[src/rtl/ld_pkg.sv]
// Shared definitions for the laser-diode sequencer: state codes and current thresholds.
package ld_pkg;

  typedef enum logic [2:0] {
    StIdle   = 3'd0,
    StArm    = 3'd1,
    StRamp   = 3'd2,
    StHold   = 3'd3,
    StRampDn = 3'd4,
    StFlt    = 3'd5
  } ld_state_e;

  localparam int unsigned IMonW = 12;

  localparam logic [IMonW-1:0] ITargetDflt = 12'd2000;
  localparam logic [IMonW-1:0] IZeroDflt   = 12'd1;

  // States in which the driver switch is closed.
  function automatic logic st_active(ld_state_e st);
    return (st == StArm) || (st == StRamp) || (st == StHold) || (st == StRampDn);
  endfunction

  // States in which the diode is commanded to emit.
  function automatic logic st_emitting(ld_state_e st);
    return (st == StRamp) || (st == StHold);
  endfunction

endpackage

[src/rtl/ld_seq_timer.sv]
// State-dwell counter: cleared synchronously on every state change, counts up otherwise.
module ld_seq_timer #(
  parameter int unsigned CW = 24
) (
  input  logic          clk_i,
  input  logic          rst_i,
  input  logic          clr_i,
  output logic [CW-1:0] cnt_o
);

  logic [CW-1:0] cnt_q, cnt_d;

  always_comb begin
    cnt_d = clr_i ? '0 : cnt_q + CW'(1);
  end

  always_ff @(posedge clk_i or posedge rst_i) begin
    if (rst_i) begin
      cnt_q <= '0;
    end else begin
      cnt_q <= cnt_d;
    end
  end

  assign cnt_o = cnt_q;

endmodule

[src/rtl/ld_sequencer.sv]
// Supervisory FSM for the laser-diode driver: arm, ramp-up, hold, ramp-down, with
// interlock and ramp-timeout faults latched until acknowledged.
module ld_sequencer
  import ld_pkg::*;
#(
  parameter int unsigned      T_ARM     = 100,
  parameter int unsigned      T_EMIT    = 1000000,
  parameter int unsigned      T_TIMEOUT = 4000000,
  parameter logic [IMonW-1:0] I_TARGET  = ITargetDflt,
  parameter logic [IMonW-1:0] I_ZERO    = IZeroDflt,
  parameter int unsigned      CW        = 24
) (
  input  logic             CLK,
  input  logic             Clr,
  input  logic             START,
  input  logic             STOP,
  input  logic             INTLK_OK,
  input  logic             CLR_FAULT,
  input  logic [IMonW-1:0] I_MON,
  output logic             SW_ON,
  output logic             LD_ON,
  output logic             READY,
  output logic             BUSY,
  output logic             FAULT,
  output logic             DONE,
  output logic [2:0]       STATE
);

  localparam logic [CW-1:0] ArmLast     = CW'(T_ARM - 1);
  localparam logic [CW-1:0] EmitLast    = CW'(T_EMIT - 1);
  localparam logic [CW-1:0] TimeoutLast = CW'(T_TIMEOUT - 1);

  ld_state_e     state_q, state_d;
  logic          done_q, done_d;
  logic [CW-1:0] timer_q;
  logic          timer_clr;
  logic          at_target, at_zero;

  assign at_target = (I_MON >= I_TARGET);
  assign at_zero   = (I_MON <= I_ZERO);

  always_comb begin
    state_d = state_q;
    unique case (state_q)
      StIdle: begin
        if (START && INTLK_OK && !STOP) begin
          state_d = StArm;
        end
      end
      StArm: begin
        if (!INTLK_OK) begin
          state_d = StFlt;
        end else if (STOP) begin
          state_d = StIdle;
        end else if (timer_q == ArmLast) begin
          state_d = StRamp;
        end
      end
      StRamp: begin
        // Reaching target outranks STOP so an on-target stop still passes through HOLD.
        if (!INTLK_OK) begin
          state_d = StFlt;
        end else if (at_target) begin
          state_d = StHold;
        end else if (STOP) begin
          state_d = StRampDn;
        end else if (timer_q == TimeoutLast) begin
          state_d = StFlt;
        end
      end
      StHold: begin
        if (!INTLK_OK) begin
          state_d = StFlt;
        end else if (STOP || (timer_q == EmitLast)) begin
          state_d = StRampDn;
        end
      end
      StRampDn: begin
        if (!INTLK_OK) begin
          state_d = StFlt;
        end else if (at_zero) begin
          state_d = StIdle;
        end else if (timer_q == TimeoutLast) begin
          state_d = StFlt;
        end
      end
      StFlt: begin
        if (CLR_FAULT && INTLK_OK && at_zero) begin
          state_d = StIdle;
        end
      end
      default: state_d = StFlt;
    endcase
  end

  always_comb begin
    done_d    = (state_q == StRampDn) && (state_d == StIdle);
    timer_clr = (state_d != state_q);
  end

  always_ff @(posedge CLK or posedge Clr) begin
    if (Clr) begin
      state_q <= StIdle;
      done_q  <= 1'b0;
    end else begin
      state_q <= state_d;
      done_q  <= done_d;
    end
  end

  ld_seq_timer #(
    .CW(CW)
  ) u_timer (
    .clk_i(CLK),
    .rst_i(Clr),
    .clr_i(timer_clr),
    .cnt_o(timer_q)
  );

  // Outputs depend only on flopped state so reset drops the driver enables at once.
  always_comb begin
    SW_ON = st_active(state_q);
    LD_ON = st_emitting(state_q);
    READY = (state_q == StIdle);
    BUSY  = st_active(state_q);
    FAULT = (state_q == StFlt);
    DONE  = done_q;
    STATE = state_q;
  end

endmodule

[config.mk]
export PLATFORM = sky130hd
export DESIGN_NAME = ld_sequencer
export DESIGN_NICKNAME = d
export VERILOG_FILES = /design/src/rtl/ld_pkg.sv /design/src/rtl/ld_seq_timer.sv /design/src/rtl/ld_sequencer.sv
export SDC_FILE = /design/constraint.sdc
export NUM_CORES = 1
export LEC_CHECK = 0
export CORE_MARGIN = 2
export CORE_UTILIZATION = 50
export CTS_CLUSTER_DIAMETER = 150
export DETAILED_ROUTE_END_ITERATION = 8
export GPL_TIMING_DRIVEN = 0
export PLACE_DENSITY_LB_ADDON = 0.3
export SYNTH_ARGS = -nofsm -noshare
export SYNTH_HDL_FRONTEND = slang
export SYNTH_SLANG_ARGS = --single-unit
[constraint.sdc]
create_clock -name CLK -period 2.8 [get_ports CLK]
set_clock_uncertainty 0.05 [all_clocks]
set_input_delay 0.42 -clock CLK [delete_from_list [all_inputs] [get_ports CLK]]
set_output_delay 0.42 -clock CLK [all_outputs]
set_load 0.01 [all_outputs]
==> summary.md <==
| Metric | Value |
|---|---|
| Distinct cells, synth | 50 |
| Starting DRT DRC Count | 198 |
| Die Wd | 70.89 um |
| Worst path required time | 2.91 ns |
| Synth Instances | 241 |
| Cells on worst reg2reg path | 8 |
| Final min period | 2.509 ns |
| Fin crit share | 0.8962 |
| Cts hold-fix bufs | 0 |
| Initial antenna violation count | 0 |
| Crit path from | u_timer.cnt_o[0] |
| Tot GR Track Use | 0.2333 |
| Status | finished clean |
| IR drop worst, VDD | 0.0002521 V |
| Synth warn | 0 |
| Critical path type | reg2reg |
| DP HPWL | 4.160 mm |
| Via density | 6.391 |
| Max_slew headroom | 0.2635 |
| Worst skew pair latency | 0.28 ns |
| Number of enable flip-flop cells after synthesis | 0 |
| Pwr Density | 404.1 mW/mm^2 |
| R2r setup slk | 0.29 ns |
| Post-Place Cell Area | 0.002552 sq mm |
| Synth Net Count | 260 |
| Critical Path Source Type | flop |
| Netlist Area Pre-Place | 0.002237 sq mm |
| Final Hold Fails | 0 |
| Fmax | 0.3985 GHz |
| # rows | 24 |
| Setup TNS Final | 0 ns |
| First-pass GRT wire length | 9.632 mm |
| Worst Path Arrival | 2.62 ns |
| Largest net degree at the start of global routing | 29 |
| Clk root buf | clkbuf_8 |
| Hold depth | 1 |
| N_diodes | 0 |
| RSZ-0062 raised after global routing | no |
| Post-synthesis register bit count | 28 |
| Die Area | 0.005025 sq mm |
| Top Ports | 27 |
| Leading register cell type out of synthesis | dfrtp_1 |
| Routability congestion estimate | 0.9138 |
| HP Class | reg2reg |
| Measured slew at the worst slew-check pin | 1.103 ns |
| Reg2reg end | u_timer.cnt_o[21] |
| Vias in the first global route | 2063 |
| Drt pass-1 iters | 4 |
| Hold WS | 0.4803 ns |
| Area grow syn2layout | 16.55% |
| Die Span Y | 70.89 um |
| Syn Area/Cell | 9.283 sq um |
| FFs w/ async S/R, synth | 1.000 |
| Peak fanout along the critical path | 10 |
| Total Wirelength | 5.629 mm |
| PortBufs | 25 |
| Slew Limit Fails | 0 |
| Vias | 2058 |
| Nets | 290 |
| Crit end category | flop |
| Sequential area share after synthesis | 0.3132 |
| Cts repair resizes | 0 |
| Max-cap violation count | 0 |
| Design Power | 1.054 mW |
| Clock buffer depth | 2 |
| Total global routing overflow | 0 |
| DR DRC count | 0 |
| TritonCTS Buffers | 3 |
| Initial Util | 0.5174 |
| H-tree levels | 1 |
| WL/cell | 17.48 um |
| Clk sinks | 28 |
| Leak | 1.005 nW |
| Final Instance Area | 0.002608 sq mm |
| Layout cell share with drive strength beyond 1 | 0.1741 |
| Core Box Area | 0.004324 sq mm |
| Crit path to | u_timer.cnt_o[21] |
| R2r startpoint | u_timer.cnt_o[0] |
| # setup viols final | 0 |
| Setup bufs post-CTS | 0 |
| CTS clk-pin slew, worst paths | 0.10 ns |
| Detail Route Antenna Nets | 0 |
| CTS tree | done |
-- cells in the mapped netlist (3+ instances only) --
cell / n / area (sq um)
xor2_1: 9 / 78.83
buf_6: 4 / 45.04
buf_2: 3 / 15.01
nand3_1: 36 / 180.2
xnor2_1: 14 / 122.6
a21oi_1: 4 / 20.02
inv_1: 6 / 22.52
o211ai_1: 4 / 30.03
nor2_1: 11 / 41.29
dfrtp_1: 28 / 700.7
nand2_1: 12 / 45.04
nor3_1: 10 / 50.05
clkbuf_1: 8 / 30.03
a211oi_2: 20 / 250.2
and3_1: 6 / 37.54
nand2b_1: 5 / 31.28
and4_1: 3 / 26.28
nand4_1: 8 / 50.05
o21ai_0: 5 / 25.02
nor4_1: 6 / 37.54
a211oi_1: 3 / 22.52
-- layer usage --
metal	track usage	wire [um]	share of wire	vias up
met2	0.3811	2646	0.47	74
met5	0	0	0	-
li1	-	-	-	974
met1	0.3105	2578	0.46	1000
met3	0.03704	301	0.053	10
met4	0.09224	102	0.018	0
-- metrics by stage --
| stage | worst slack (ns) | std cells | utilization |
|---|---|---|---|
| floorplan | 0.6953 | 241 | - |
| global placement | 0.1039 | 318 | 0.5903 |
| detailed placement | 0.03128 | 318 | 0.5903 |
| CTS | 0.2968 | 322 | 0.6030 |
| global route | 0.05678 | 322 | 0.6030 |
| finish | 0.2907 | 322 | 0.6030 |
-- cells in the final DEF, fill, tap and decap left out, drive strengths merged, types with 3 or more instances in the layout --
| master | n |
|---|---|
| clkbuf | 12 |
| a211oi | 23 |
| clkdlybuf4s50 | 25 |
| nor4 | 8 |
| nor3 | 11 |
| nor2 | 12 |
| nand2 | 12 |
| buf | 9 |
| dfrtp | 28 |
| nand3 | 37 |
| xor2 | 9 |
| inv | 6 |
| a21oi | 4 |
| o21ai | 5 |
| xnor2 | 14 |
| and4 | 3 |
| nand2b | 5 |
| nand4 | 9 |
| and3 | 6 |
| o211ai | 4 |
-- area by class of cell --
cell class                      count  area (sq um)
Sequential cell                    28         700.7
Fill cell                         377          1717
Timing Repair Buffer               25         250.2
Tap cell                           52         65.06
Buffer                             17         105.1
Inverter                            6         22.52
Multi-Input combinational cell    190          1409
Clock buffer                        4         55.05
-- where the power goes --
group,switching (mW),internal [mW]
registers,0.0866,0.453
clock network,0.129,0.126
logic,0.123,0.136
total,0.339,0.715
-- how the worst min path moves through the flow --
| stage | startpoint | endpoint | slack, ns |
|---|---|---|---|
| after detailed placement | u_timer.cnt_o[0] | u_timer.cnt_o[0] | 0.46 |
| after global routing | u_timer.cnt_o[0] | u_timer.cnt_o[0] | 0.51 |
| after floorplan | u_timer.cnt_o[0] | u_timer.cnt_o[0] | 0.42 |
| after global placement | u_timer.cnt_o[0] | u_timer.cnt_o[0] | 0.46 |
| final | u_timer.cnt_o[0] | u_timer.cnt_o[0] | 0.48 |
| after CTS | u_timer.cnt_o[0] | u_timer.cnt_o[0] | 0.48 |
-- registers in the layout, indices dropped and copies added, names as in the netlist --
| signal | flops |
|---|---|
| STATE | 3 |
| DONE | 1 |
| u_timer.cnt_o | 24 |
-- critical path, stage by stage, from the launching register on --
cell and delay [ns]:
dfrtp_1 0.44, ha_1 0.29, and2_1 0.25, nand4_4 0.19
o31ai_2 0.37, a211oi_1 0.14, nor2_2 0.23, buf_2 0.35
a211oi_2 0.08
-- cells by family after synthesis --
group	synth area share
and+or+nand+nor	0.2992
DFF	0.3132
adders and majority gates	0.005592
xor gates and xnor gates	0.09005
AOI/OAI and AO/OA	0.2349
buffers and inverters	0.05704
Power figures use the tool's default switching activity.
